## src/rtl/wb_cmd_master.sv

```systemverilog
// Wishbone pipelined master: turns a valid/ready command into single bus cycles,
// with slave retry back-off and a per-issue timeout so the command port never hangs.
module wb_cmd_master #(
    parameter int unsigned ADDR_WIDTH = 32,
    parameter int unsigned TIMEOUT    = 255,
    parameter int unsigned RETRY_MAX  = 3
) (
    input  logic                  clk_i,
    input  logic                  rst_n_i,
    input  logic                  cmd_valid_i,
    output logic                  cmd_ready_o,
    input  logic                  cmd_we_i,
    input  logic [ADDR_WIDTH-1:0] cmd_adr_i,
    input  logic [3:0]            cmd_sel_i,
    input  logic [31:0]           cmd_dat_i,
    output logic                  rsp_valid_o,
    output logic [31:0]           rsp_dat_o,
    output logic                  rsp_err_o,
    output logic                  rsp_timeout_o,
    output logic                  wb_cyc_o,
    output logic                  wb_stb_o,
    output logic                  wb_we_o,
    output logic [ADDR_WIDTH-1:0] wb_adr_o,
    output logic [3:0]            wb_sel_o,
    output logic [31:0]           wb_dat_o,
    input  logic [31:0]           wb_dat_i,
    input  logic                  wb_ack_i,
    input  logic                  wb_err_i,
    input  logic                  wb_rty_i,
    input  logic                  wb_stall_i
);

    localparam int unsigned TCNT_W = 16;
    localparam int unsigned RCNT_W = 4;
    localparam int unsigned DATA_W = 32;
    localparam logic [TCNT_W-1:0] TLIMIT = TCNT_W'(TIMEOUT - 1);
    localparam logic [RCNT_W-1:0] RLIMIT = RCNT_W'(RETRY_MAX);

    typedef enum logic [2:0] {
        S_IDLE,
        S_REQ,
        S_WAIT,
        S_BACKOFF,
        S_RSP
    } state_t;

    state_t              r_state;
    logic                r_ready;
    logic                r_cyc;
    logic                r_stb;
    logic                r_we;
    logic [ADDR_WIDTH-1:0] r_adr;
    logic [3:0]          r_sel;
    logic [DATA_W-1:0]   r_dat;
    logic                r_rsp_valid;
    logic [DATA_W-1:0]   r_rsp_dat;
    logic                r_rsp_err;
    logic                r_rsp_timeout;
    logic [TCNT_W-1:0]   r_tcnt;
    logic [RCNT_W-1:0]   r_rcnt;

    logic                w_err;
    logic                w_rty;
    logic                w_ack;
    logic                w_term;
    logic                w_tmo;
    logic                w_retry;

    // Slave terminations are only meaningful inside a cycle; priority err > rty > ack
    assign w_err   = r_cyc & wb_err_i;
    assign w_rty   = r_cyc & wb_rty_i & ~wb_err_i;
    assign w_ack   = r_cyc & wb_ack_i & ~wb_rty_i & ~wb_err_i;
    assign w_term  = w_err | w_rty | w_ack;
    assign w_tmo   = r_cyc & ~w_term & (r_tcnt == TLIMIT);
    assign w_retry = w_rty & (r_rcnt < RLIMIT);

    always_ff @(posedge clk_i or negedge rst_n_i) begin
        if (!rst_n_i) begin
            r_state       <= S_IDLE;
            r_ready       <= 1'b0;
            r_cyc         <= 1'b0;
            r_stb         <= 1'b0;
            r_we          <= 1'b0;
            r_adr         <= '0;
            r_sel         <= '0;
            r_dat         <= '0;
            r_rsp_valid   <= 1'b0;
            r_rsp_dat     <= '0;
            r_rsp_err     <= 1'b0;
            r_rsp_timeout <= 1'b0;
            r_tcnt        <= '0;
            r_rcnt        <= '0;
        end else begin
            r_rsp_valid   <= 1'b0;
            r_rsp_err     <= 1'b0;
            r_rsp_timeout <= 1'b0;
            case (r_state)
                S_IDLE: begin
                    r_ready <= 1'b1;
                    if (cmd_valid_i && r_ready) begin
                        r_ready <= 1'b0;
                        r_we    <= cmd_we_i;
                        r_adr   <= cmd_adr_i;
                        r_sel   <= cmd_sel_i;
                        r_dat   <= cmd_dat_i;
                        r_tcnt  <= '0;
                        r_rcnt  <= '0;
                        r_cyc   <= 1'b1;
                        r_stb   <= 1'b1;
                        r_state <= S_REQ;
                    end
                end
                S_REQ, S_WAIT: begin
                    if (w_term || w_tmo) begin
                        r_cyc <= 1'b0;
                        r_stb <= 1'b0;
                        if (w_retry) begin
                            r_rcnt  <= r_rcnt + RCNT_W'(1);
                            r_state <= S_BACKOFF;
                        end else begin
                            r_rsp_valid   <= 1'b1;
                            r_rsp_err     <= w_err | w_rty;
                            r_rsp_timeout <= w_tmo;
                            r_rsp_dat     <= (w_ack && !r_we) ? wb_dat_i : '0;
                            r_state       <= S_RSP;
                        end
                    end else begin
                        if (r_tcnt != '1) begin
                            r_tcnt <= r_tcnt + TCNT_W'(1);
                        end
                        if (r_state == S_REQ && !wb_stall_i) begin
                            r_stb   <= 1'b0;
                            r_state <= S_WAIT;
                        end
                    end
                end
                S_BACKOFF: begin
                    r_tcnt  <= '0;
                    r_cyc   <= 1'b1;
                    r_stb   <= 1'b1;
                    r_state <= S_REQ;
                end
                S_RSP: begin
                    r_ready <= 1'b1;
                    r_state <= S_IDLE;
                end
                default: begin
                    r_cyc   <= 1'b0;
                    r_stb   <= 1'b0;
                    r_state <= S_IDLE;
                end
            endcase
        end
    end

    assign cmd_ready_o   = r_ready;
    assign rsp_valid_o   = r_rsp_valid;
    assign rsp_dat_o     = r_rsp_dat;
    assign rsp_err_o     = r_rsp_err;
    assign rsp_timeout_o = r_rsp_timeout;
    assign wb_cyc_o      = r_cyc;
    assign wb_stb_o      = r_stb;
    assign wb_we_o       = r_we;
    assign wb_adr_o      = r_adr;
    assign wb_sel_o      = r_sel;
    assign wb_dat_o      = r_dat;

endmodule

```

## config.mk

```make
export PLATFORM = sky130hd
export DESIGN_NAME = wb_cmd_master
export DESIGN_NICKNAME = d
export VERILOG_FILES = /design/src/rtl/wb_cmd_master.sv
export SDC_FILE = /design/constraint.sdc
export NUM_CORES = 1
export LEC_CHECK = 0
export ABC_AREA = 1
export CELL_PAD_IN_SITES_DETAIL_PLACEMENT = 0
export CELL_PAD_IN_SITES_GLOBAL_PLACEMENT = 1
export CORE_MARGIN = 2
export CORE_UTILIZATION = 30
export CTS_BUF_LIST = sky130_fd_sc_hd__clkbuf_8
export DETAILED_ROUTE_END_ITERATION = 6
export GPL_ROUTABILITY_DRIVEN = 0
export PLACE_DENSITY_LB_ADDON = 0.05
export SYNTH_ARGS = -nofsm -noshare
export SYNTH_HDL_FRONTEND = slang
export SYNTH_SLANG_ARGS = --single-unit
export TNS_END_PERCENT = 10
```

## constraint.sdc

```tcl
create_clock -name clk_i -period 1.8 [get_ports clk_i]
set_clock_uncertainty 0.2 [all_clocks]
set_input_delay 0.18 -clock clk_i [delete_from_list [all_inputs] [get_ports clk_i]]
set_output_delay 0.18 -clock clk_i [all_outputs]
set_load 0.1 [all_outputs]
```

==> flow_summary.rst <==
.. list-table::
   :header-rows: 1

   * - Metric
     - Value
   * - Run status
     - complete, but fails checks
   * - Violated checks
     - negative setup slack
   * - Critical Path End Type
     - register
   * - TritonCTS clock tree
     - built
   * - # H-tree levels
     - 4
   * - Number of filler instances in the final layout
     - around 1700
   * - Number of instances in the synthesized netlist
     - roughly 700
   * - Crit-path cells
     - ha_2, nand2_1, inv_1, nand2_1, nor2_2, nand2_2, buf_6, nand2_4, nand2_4, nand3_4, buf_12, nand2_1, nand2_1
   * - Iteration-0 DRC Markers
     - 213
   * - Minimum clock period
     - ~1.8 ns
   * - Power per Cell Area
     - between 2000 and 2500 nW/µm²
   * - Area fraction of the dominant cell type after synthesis
     - 0.563
   * - Overall fraction of global-route tracks in use
     - 0.181
   * - Area of the core
     - 18800 µm²
   * - Fraction of synthesized area in multiplexers
     - 0
   * - Inserted Diodes
     - 0
   * - Post-synthesis share of cell area spent on and, or, nand and nor gates
     - 0.323
   * - Number of slew-limit violations in the final report
     - 0
   * - Commonest cells post-synth
     - sky130_fd_sc_hd__nand2_1 (305), sky130_fd_sc_hd__dfrtp_1 (130), sky130_fd_sc_hd__inv_1 (50)
   * - Final Hold Slack
     - between 0.03 and 0.04 ns
   * - Total of warnings raised by yosys
     - 0
   * - Worst Slack Setup Final
     - -0.0468 ns
   * - Number of placement rows
     - 50
   * - Sequential fraction of the synthesis area
     - 0.563
   * - Bufs on Longest Clock Path
     - 2
   * - Top-Level Pins
     - between 200 and 250
   * - Setup TNS
     - -0.758 ns
   * - Slew at the pin closest to its max-slew limit
     - ~0.47 ns
   * - Full die area
     - 20400 µm²
   * - Type of element launching the critical path
     - register
   * - Xor-xnor portion of the synthesized cell area
     - 0.0106
   * - Placement-stage worst setup slack
     - -0.197 ns
   * - Peak ir drop on the vdd network
     - ~1.5 mV
   * - Required time at the worst-slack endpoint
     - ~1.9 ns
   * - Highest clock rate
     - ~540 MHz
   * - Number of unique standard cell types used by synthesis
     - 33
   * - Number of remaining DRC errors
     - 0
   * - Area contributors post-synth
     - sky130_fd_sc_hd__dfrtp_1 (56%), sky130_fd_sc_hd__nand2_1 (20%), sky130_fd_sc_hd__nand3b_1 (4.3%)
   * - Via-to-Cell Ratio
     - approximately 4.4
   * - Vias in the first global route
     - ~5600
   * - Routed WL per cell
     - between 10 and 15 µm
   * - Net count reported at finish
     - roughly 1100
   * - Die Y
     - 143 µm
   * - Crit path buffers/inverters
     - 3
   * - Synth Area in Compound Gates
     - 0.0346
   * - Clock edge transition at the registers on the reported setup and hold paths
     - ~0.080 ns
   * - Number of buffers added on ports
     - 214
   * - Crit path max-delay family
     - simple AND/OR/NAND/NOR gates
   * - Post-layout instance count excluding filler cells
     - roughly 1200
   * - First-pass GRT wire length
     - 28.7 mm
   * - HPWL after detailed placement
     - 12.8 mm
   * - Clock tree root buffer cell
     - sky130_fd_sc_hd__clkbuf_8
   * - Instance area after placement
     - 9710 µm²
   * - Primary flip-flop cell chosen by synthesis mapping
     - sky130_fd_sc_hd__dfrtp_1
   * - Final number of setup-violating endpoints
     - 32
   * - DRT Pass-1 Iters
     - 6
   * - Fraction of synthesis flops using an asynchronous set or reset pin
     - 1.00
   * - Total vias in the final route
     - between 5000 and 6000
   * - Maximum number of pins on one net before global-route repair
     - 43
   * - Number of enable-type register cells in the synthesized netlist
     - 0
   * - Clock sink count
     - 130
   * - Design Area, Final
     - roughly 10000 µm²
   * - Worst Hold Class
     - in -> async
   * - Post-synth net total
     - 806
   * - Hold violation total from the final report
     - 0
   * - Worst path arrival time
     - 1.97 ns
   * - Die extent in x
     - approximately 140 µm
   * - Max cap viols
     - 0
   * - Post-synth top area cell
     - sky130_fd_sc_hd__dfrtp_1
   * - Setup repair after global routing missed its margin
     - true
   * - Number of cells in the design after placement
     - about 1200
   * - Most repeated cell in the gate-level netlist after synthesis
     - sky130_fd_sc_hd__nand2_1
   * - Crit share post-route
     - 1.03
   * - Number of antenna violations at the first check in global routing
     - 0
   * - Leakage dissipation
     - between 4 and 5 nW
   * - Crit path kind
     - reg -> reg
   * - Fraction of layout cells with a size suffix above 1
     - 0.252
   * - Cell with the largest stage delay on the worst path
     - sky130_fd_sc_hd__dfrtp_1
   * - Grt total ovfl
     - 0
   * - Max-slew headroom at the worst pin
     - 0.689
   * - Post-layout utilization of the core
     - 0.553
   * - Starting density of the core
     - 0.307
   * - CP Max Fanout
     - 8
   * - Critical Path Max Stage Delay
     - 0.43 ns
   * - Number of buffers added by the clock tree synthesis step
     - 17
   * - Largest family of logic cells by synthesized area
     - simple AND/OR/NAND/NOR gates
   * - FF+latch count, synth
     - 130
   * - Routed Wire Length
     - about 18 mm
   * - Mean instance size in the synthesized netlist
     - around 8.3 µm²
   * - Area added between synthesis and finish
     - 80.2%
   * - Worst skew pair latency
     - 0.44 ns
   * - Adder-cell share of the synthesized area
     - 0.00649
   * - Post-synthesis instance area
     - roughly 5800 µm²
   * - Remaining number of nets flagged by the antenna check after routing
     - 0
   * - Overall power
     - roughly 22 mW
   * - Most used cell along the critical path
     - sky130_fd_sc_hd__nand2_1
-- worst paths after layout --
| path | from | to | slack, ns | depth (start not counted) |
|---|---|---|---|---|
| hold / removal | rst_n_i | r_tcnt[15]$_DFFE_PN0P_ | 0.04 | 2 |
| setup reg to reg | r_tcnt[1]$_DFFE_PN0P_ | r_tcnt[1]$_DFFE_PN0P_ | -0.05 | 13 |
| min in group clk_i | cmd_dat_i[4] | wb_dat_o[4]$_DFFE_PN0P_ | 0.06 | 3 |
| hold reg to reg | r_rcnt[2]$_DFFE_PN0P_ | r_rcnt[2]$_DFFE_PN0P_ | 0.28 | 2 |
| max in group asynchronous | rst_n_i | wb_adr_o[24]$_DFFE_PN0P_ | 0.80 | 3 |
| setup / recovery | r_tcnt[1]$_DFFE_PN0P_ | r_tcnt[1]$_DFFE_PN0P_ | -0.05 | 13 |
-- power by group --
group	switching (mW)	internal [mW]
combinational	9.39	5.14
sequential	1.05	3.90
clock	1.23	1.44
-- registers in the layout, summed over array words and instances, names as in the netlist --
signal         count
r_tcnt            16
rsp_err_o          1
r_rcnt             4
rsp_dat_o         32
rsp_valid_o        1
wb_cyc_o           1
rsp_timeout_o      1
cmd_ready_o        1
wb_we_o            1
wb_sel_o           4
r_state            3
wb_stb_o           1
wb_adr_o          32
wb_dat_o          32
-- layer usage --
layer  up-vias  GRT usage  share of wire
met5         -          0              0
met4         0     0.0615          0.021
met3        22     0.0815          0.087
met1      2573      0.209           0.40
met2       163      0.298           0.49
li1       2708          -              -
-- cells in the final DEF (no fill, tap or decap), types with 3 or more instances in the layout --
master / Yosys / layout
sky130_fd_sc_hd__buf_12: 0 / 118
sky130_fd_sc_hd__buf_4: 3 / 49
sky130_fd_sc_hd__buf_6: 4 / 3
sky130_fd_sc_hd__bufinv_16: 0 / 3
sky130_fd_sc_hd__clkbuf_16: 0 / 3
sky130_fd_sc_hd__clkbuf_8: 0 / 19
sky130_fd_sc_hd__clkdlybuf4s50_1: 0 / 106
sky130_fd_sc_hd__clkinv_2: 1 / 3
sky130_fd_sc_hd__clkinvlp_4: 0 / 5
sky130_fd_sc_hd__dfrtp_1: 130 / 127
sky130_fd_sc_hd__inv_1: 50 / 49
sky130_fd_sc_hd__inv_2: 3 / 5
sky130_fd_sc_hd__nand2_1: 305 / 295
sky130_fd_sc_hd__nand2_2: 1 / 8
sky130_fd_sc_hd__nand2_4: 1 / 4
sky130_fd_sc_hd__nand3_1: 28 / 24
sky130_fd_sc_hd__nand3_2: 1 / 4
sky130_fd_sc_hd__nand3b_1: 33 / 33
sky130_fd_sc_hd__nand4_1: 10 / 10
sky130_fd_sc_hd__nor2_1: 46 / 41
sky130_fd_sc_hd__nor2_2: 3 / 4
sky130_fd_sc_hd__nor2_4: 1 / 5
sky130_fd_sc_hd__o21ai_1: 22 / 30
sky130_fd_sc_hd__xor2_1: 6 / 6
-- cells by family (layout without fill, tap and decap cells) --
logic type / Yosys count / after routing
buffers and inverters: 83 / 367
xor gates and xnor gates: 7 / 7
and+or+nand+nor: 434 / 434
adders and majority gates: 3 / 3
AOI/OAI and AO/OA: 38 / 38
DFF: 130 / 130
-- timing repair --
item,4_1_cts,5_1_grt
setup buffers,4,5
endpoints found under the setup margin,52,104
pin swaps,1,2
cloned,1,3
resized for setup,7,36
hold buffers,1,0
endpoints found under the hold margin,130,0
-- final cells by class --
cell class                      instances  area (µm²)  share of cell area
Tap cell                              260         325              0.0312
Multi-Input combinational cell        482        2290               0.220
Clock buffer                           19         262              0.0251
Inverter                               55         210              0.0202
Timing Repair Buffer                  280        3910               0.375
Sequential cell                       130        3260               0.313
Clock inverter                         13         159              0.0153
Power figures use the tool's default switching activity.
